===== src/rtl/mult8_error_monitor.sv =====
// Error-statistics collector for an 8x8 approximate multiplier.
// Accumulates the error count, the saturating sum of error distances and the maximum error distance over one run of N_SAMPLES beats.
module mult8_error_monitor #(
    parameter int N_SAMPLES = 65536,
    parameter int CNT_W     = 17,
    parameter int SUM_W     = 32
) (
    input  logic             clk,
    input  logic             rst_n,
    input  logic             start,
    input  logic             in_valid,
    output logic             in_ready,
    input  logic [7:0]       in_a,
    input  logic [7:0]       in_b,
    input  logic [15:0]      in_p,
    output logic             busy,
    output logic             done,
    output logic [CNT_W-1:0] sample_count,
    output logic [CNT_W-1:0] err_count,
    output logic [SUM_W-1:0] ed_sum,
    output logic [15:0]      ed_max
);

    // state | meaning
    // IDLE  | waiting for start, not accepting beats
    // RUN   | accepting beats until N_SAMPLES have been taken
    // DRAIN | last beat taken, waiting for S1/S2 to empty
    // DONE  | stats final and held, start begins a new run
    typedef enum logic [1:0] {IDLE, RUN, DRAIN, DONE} state_t;

    localparam int                WIDE_W     = ((SUM_W > 16) ? SUM_W : 16) + 1;
    localparam logic [CNT_W-1:0]  LAST_COUNT = CNT_W'(N_SAMPLES - 1);
    localparam logic [WIDE_W-1:0] SUM_MAX    = (WIDE_W'(1) << SUM_W) - WIDE_W'(1);

    state_t            state;
    logic              s1_valid;
    logic [7:0]        s1_a;
    logic [7:0]        s1_b;
    logic [15:0]       s1_p;
    logic              s2_valid;
    logic [15:0]       s2_ed;

    logic              accept;
    logic [15:0]       exact;
    logic [15:0]       ed_next;
    logic [WIDE_W-1:0] sum_wide;
    logic [SUM_W-1:0]  sum_next;

    assign accept   = in_valid & in_ready;
    assign exact    = {8'd0, s1_a} * {8'd0, s1_b};
    assign ed_next  = (exact >= s1_p) ? (exact - s1_p) : (s1_p - exact);
    assign sum_wide = WIDE_W'(ed_sum) + WIDE_W'(s2_ed);
    assign sum_next = (sum_wide > SUM_MAX) ? {SUM_W{1'b1}} : sum_wide[SUM_W-1:0];

    always_ff @(posedge clk) begin
        if (!rst_n) begin
            state        <= IDLE;
            s1_valid     <= 1'b0;
            s1_a         <= 8'd0;
            s1_b         <= 8'd0;
            s1_p         <= 16'd0;
            s2_valid     <= 1'b0;
            s2_ed        <= 16'd0;
            in_ready     <= 1'b0;
            busy         <= 1'b0;
            done         <= 1'b0;
            sample_count <= '0;
            err_count    <= '0;
            ed_sum       <= '0;
            ed_max       <= 16'd0;
        end else begin
            s1_valid <= accept;
            if (accept) begin
                s1_a <= in_a;
                s1_b <= in_b;
                s1_p <= in_p;
            end
            s2_valid <= s1_valid;
            if (s1_valid) begin
                s2_ed <= ed_next;
            end

            if (s2_valid) begin
                if (s2_ed != 16'd0) begin
                    err_count <= err_count + CNT_W'(1);
                end
                ed_sum <= sum_next;
                if (s2_ed > ed_max) begin
                    ed_max <= s2_ed;
                end
            end

            case (state)
                IDLE, DONE: begin
                    // The pipeline is empty here, so clearing cannot collide with accumulation.
                    if (start) begin
                        state        <= RUN;
                        in_ready     <= 1'b1;
                        busy         <= 1'b1;
                        done         <= 1'b0;
                        sample_count <= '0;
                        err_count    <= '0;
                        ed_sum       <= '0;
                        ed_max       <= 16'd0;
                    end
                end
                RUN: begin
                    if (accept) begin
                        sample_count <= sample_count + CNT_W'(1);
                        if (sample_count == LAST_COUNT) begin
                            state    <= DRAIN;
                            in_ready <= 1'b0;
                        end
                    end
                end
                DRAIN: begin
                    // With S1 empty, the beat in S2 is accumulated on this same edge.
                    if (!s1_valid) begin
                        state <= DONE;
                        busy  <= 1'b0;
                        done  <= 1'b1;
                    end
                end
            endcase
        end
    end

endmodule


===== config.mk =====
export PLATFORM = sky130hd
export DESIGN_NAME = mult8_error_monitor
export DESIGN_NICKNAME = d
export VERILOG_FILES = /design/src/rtl/mult8_error_monitor.sv
export SDC_FILE = /design/constraint.sdc
export NUM_CORES = 1
export LEC_CHECK = 0
export CAP_MARGIN = 20
export CORE_MARGIN = 8
export CORE_UTILIZATION = 58
export DETAILED_ROUTE_END_ITERATION = 12
export HOLD_SLACK_MARGIN = 0.02
export PLACE_DENSITY_LB_ADDON = 0.3
export REMOVE_ABC_BUFFERS = 1
export SLEW_MARGIN = 20
export SYNTH_ARGS = -nofsm -noshare
export SYNTH_HDL_FRONTEND = slang
export SYNTH_SLANG_ARGS = --single-unit

===== constraint.sdc =====
create_clock -name clk -period 6.9 [get_ports clk]
set_clock_uncertainty 0.2 [all_clocks]
set_input_delay 1.38 -clock clk [delete_from_list [all_inputs] [get_ports clk]]
set_output_delay 1.38 -clock clk [all_outputs]
set_load 0.01 [all_outputs]

==> flow_summary.toml <==
[placed_design]
preCtsSetupSlack_ns = 0.0154
placed_area_um2 = 11600
dpl.hpwl_um = 19100
gp_congestion = 0.930
io_buffers = 120

[synthesis]
avgSynthCellArea_um2 = 8.28
synthArstFlopShare_pct = 0
netlist_top_cells_area = "dfxtp_1 27%, ha_1 13%, fa_1 7.6%, nand2_1 4.8%, a21oi_1 4.6%"
synth_edf_count = 0
ys_seq_elements = 137
synth_flop_cell = "dfxtp_1"
syn-cell-area_um2 = 10200
synthTopCellsByCount = "137 x dfxtp_1, 131 x nand2_1, 116 x inv_1"
synth_most_common_cell = "dfxtp_1"
synth.yosys.seq_area_share_pct = 26.9
yosysUniqueCellTypes = 73
ys.warnings.count = 0
synth_top_area_share_pct = 26.9
yosys.area.top_type = "dfxtp_1"
netlist_instances = 1233

[critical_path]
path_class = "reg -> reg"
cp-startpoint = "s1_a[2]$_SDFFE_PN0P_"
start_kind = "register"
path_buf_inv = 3
worstPathCellList = "nand2_1 -> fa_1 -> fa_1 -> inv_1 -> fa_1 -> inv_1 -> fa_1 -> inv_1 -> ha_1 -> nor2b_1 -> o21a_1 -> nor3_2 -> nor2_1 -> a21oi_2 -> xnor2_1 -> ha_1 -> a21oi_1 -> o21a_1 -> o211ai_2 -> a21oi_4 -> mux2i_1 -> nor4_1 -> or4_1 -> a31o_1"
worstSetupEndpointType = "register"
critical_path_arrival_ns = 6.82
crit_required_ns = 7.02
cp_slowest_cell = "fa_1"
max_stage_delay_ns = 0.55
rr_startpoint = "s1_a[2]$_SDFFE_PN0P_"
cp_common_cell = "fa_1"
critPathMaxFanout = 9
crit_family = "adder cells"

[die]
rows = 48
die_w_um = 149
dieArea_um2 = 22100
ioPinCount = 121
die_h_um = 149
core_region_area_um2 = 17200
initial_utilization_pct = 59.3

[layout]
seqCellArea_um2 = 2750
num_antenna_cells = 0
num-fill-cells = 1366
syn_to_final_growth_pct = 19.9
multi_input_area_um2 = 6830
final_area_um2 = 12300
nNetsFinal = 1534
drive_gt1_share_pct = 6.14

[sta]
setup_viol = 0
tightest_slew_ns = 1.09
hold_slack_ns = 0.258
slew_violations = 0
relSlewSlack_pct = 27.1
fin_crit_ns = 6.70
fmax_mhz = 149
setup_ws_ns = 0.204
period_share_pct = 97.0
hold_viol_final = 0

[clock_network]
cts_max_path_buffers = 2
cts_tree = "built"
cts_sinks = 137
cts_inserted_buffers = 17
htreeDepth = 4
cts-root-buf = "clkbuf_16"
clk_latency_ns = 0.43
clk_pin_slew_ns = 0.06

[grt]
use_met3_pct = 3.95
use_met2_pct = 36.7
grt_pass1_vias = 8648
use_met1_pct = 29.1
grt_max_degree = 47
grt_usage_pct = 22.3
grt_pass1_wl_um = 41200
antenna_found_initial = 0
busiest_layer = "met2"
grt_overflow = 0

[routing]
drc = 0
initialDrtViolationCount = 628
wire_per_inst_um = 15.7
vias_per_cell = 5.76
firstDrtPassIters = 5
num_vias = 9162
drt_wl_total_um = 25000
ant_nets = 0

[hold_path]
hold_start = "s1_p[15]$_SDFFE_PN0P_"
hp-class = "reg -> reg"

[pwr]
vdd_drop_max_mv = 0.267
total_power_mw = 3.03
p_leak_nw = 5.22
powerDensity_nw_per_um2 = 247

[outcome]
status = "complete, no violations"

[job]
maxCapViolCount = 0
-- stage by stage --
| stage | TNS, ns | utilization, % | cells |
|---|---|---|---|
| 2_1_floorplan | 0 | - | 1191 |
| 3_3_place_gp | 0 | 67.5 | 1557 |
| 3_5_place_dp | 0 | 67.5 | 1557 |
| 4_1_cts | 0 | 70.9 | 1592 |
| 5_1_grt | -0.0114 | 71.1 | 1592 |
| 6_report | 0 | 71.1 | 1592 |
-- path summary, 6_finish.rpt --
kind                             to  slack [ns]  cells after the start
max          s2_ed[14]$_SDFFE_PN0P_        0.20                     24
min           s1_p[15]$_SDFFE_PN0P_        0.26                      2
max reg2reg  s2_ed[14]$_SDFFE_PN0P_        0.20                     24
min reg2reg   s1_p[15]$_SDFFE_PN0P_        0.26                      2
-- registers in the layout, summed over array words and instances, names as in the netlist --
signal / count
s2_ed: 16
sample_count: 17
err_count: 17
in_ready: 1
ed_max: 16
ed_sum: 32
s1_a: 8
s1_b: 8
busy: 1
s1_valid: 1
done: 1
state: 2
s1_p: 16
s2_valid: 1
-- cells in the final DEF, fill, tap and decap left out, types with 3 or more instances in the layout --
master           instances
dfxtp_1                135
nand2_1                131
clkdlybuf4s50_1        120
inv_1                  116
nor2_1                 112
ha_1                   105
a21oi_1                 92
and2_1                  64
o21ai_0                 46
fa_1                    39
xor2_1                  34
xnor2_1                 33
nand3_1                 29
mux2i_1                 29
buf_4                   24
a211oi_1                21
a31oi_1                 19
nor3_1                  17
clkbuf_16               17
a21o_1                  16
nand4_1                 16
o21a_1                  11
o31ai_1                  8
nor4_1                   8
and3_1                   8
o211ai_1                 8
nor2b_1                  7
o21bai_1                 6
or3_1                    6
a311oi_1                 6
and4_1                   5
clkinvlp_4               5
inv_6                    5
nor3_2                   3
or2_2                    3
o211a_1                  3
nand3b_1                 3
a41oi_1                  3
-- where the power goes --
group | total, mW | internal (mW) | switching [mW]
registers | 0.919 | 0.846 | 0.0730
logic | 1.22 | 0.528 | 0.695
clock network | 0.889 | 0.503 | 0.386
-- worst reg2reg max path, stage by stage (launching register included) --
cell      delay, ns
dfxtp_1        0.51
nand2_1        0.13
fa_1           0.47
fa_1           0.55
inv_1          0.06
fa_1           0.53
inv_1          0.05
fa_1           0.53
inv_1          0.04
ha_1           0.32
nor2b_1        0.14
o21a_1         0.21
nor3_2         0.20
nor2_1         0.09
a21oi_2        0.19
xnor2_1        0.14
ha_1           0.32
a21oi_1        0.24
o21a_1         0.19
o211ai_2       0.16
a21oi_4        0.26
mux2i_1        0.28
nor4_1         0.09
or4_1          0.47
a31o_1         0.21
-- timing repair --
item	4_1_cts	5_1_grt
setup buffers	3	0
hold endpoints to repair	0	0
pin swaps	0	1
endpoints found under the setup margin	3	14
hold buffers	0	0
resized for setup	0	8
-- cells by family (layout without fill, tap and decap cells) --
kind of cell	after synthesis	count (layout)	share of synthesized area [%]
mux	30	30	2.99
buf+inv	159	293	6.58
simple gates	423	423	19.9
xor+xnor	67	67	5.75
flops	137	137	26.9
fa+ha+maj	144	144	20.5
compound gates	273	273	17.4
-- per-layer routing --
metal	part of all wire [%]	vias to the layer above
li1	-	4490
met1	45	4354
met2	47	274
met3	5.5	44
met4	2.0	0
met5	0	-
-- layout make-up --
class                   count  share of cell area (%)
clock buffers              18                    3.50
repair buffers            144                    11.3
flip-flops and latches    137                    22.4
clock inverters            14                    1.15
well taps                 225                    2.30
multi-input cells         937                    55.8
inverters                 117                    3.58
(Power assumes the default switching activity.)
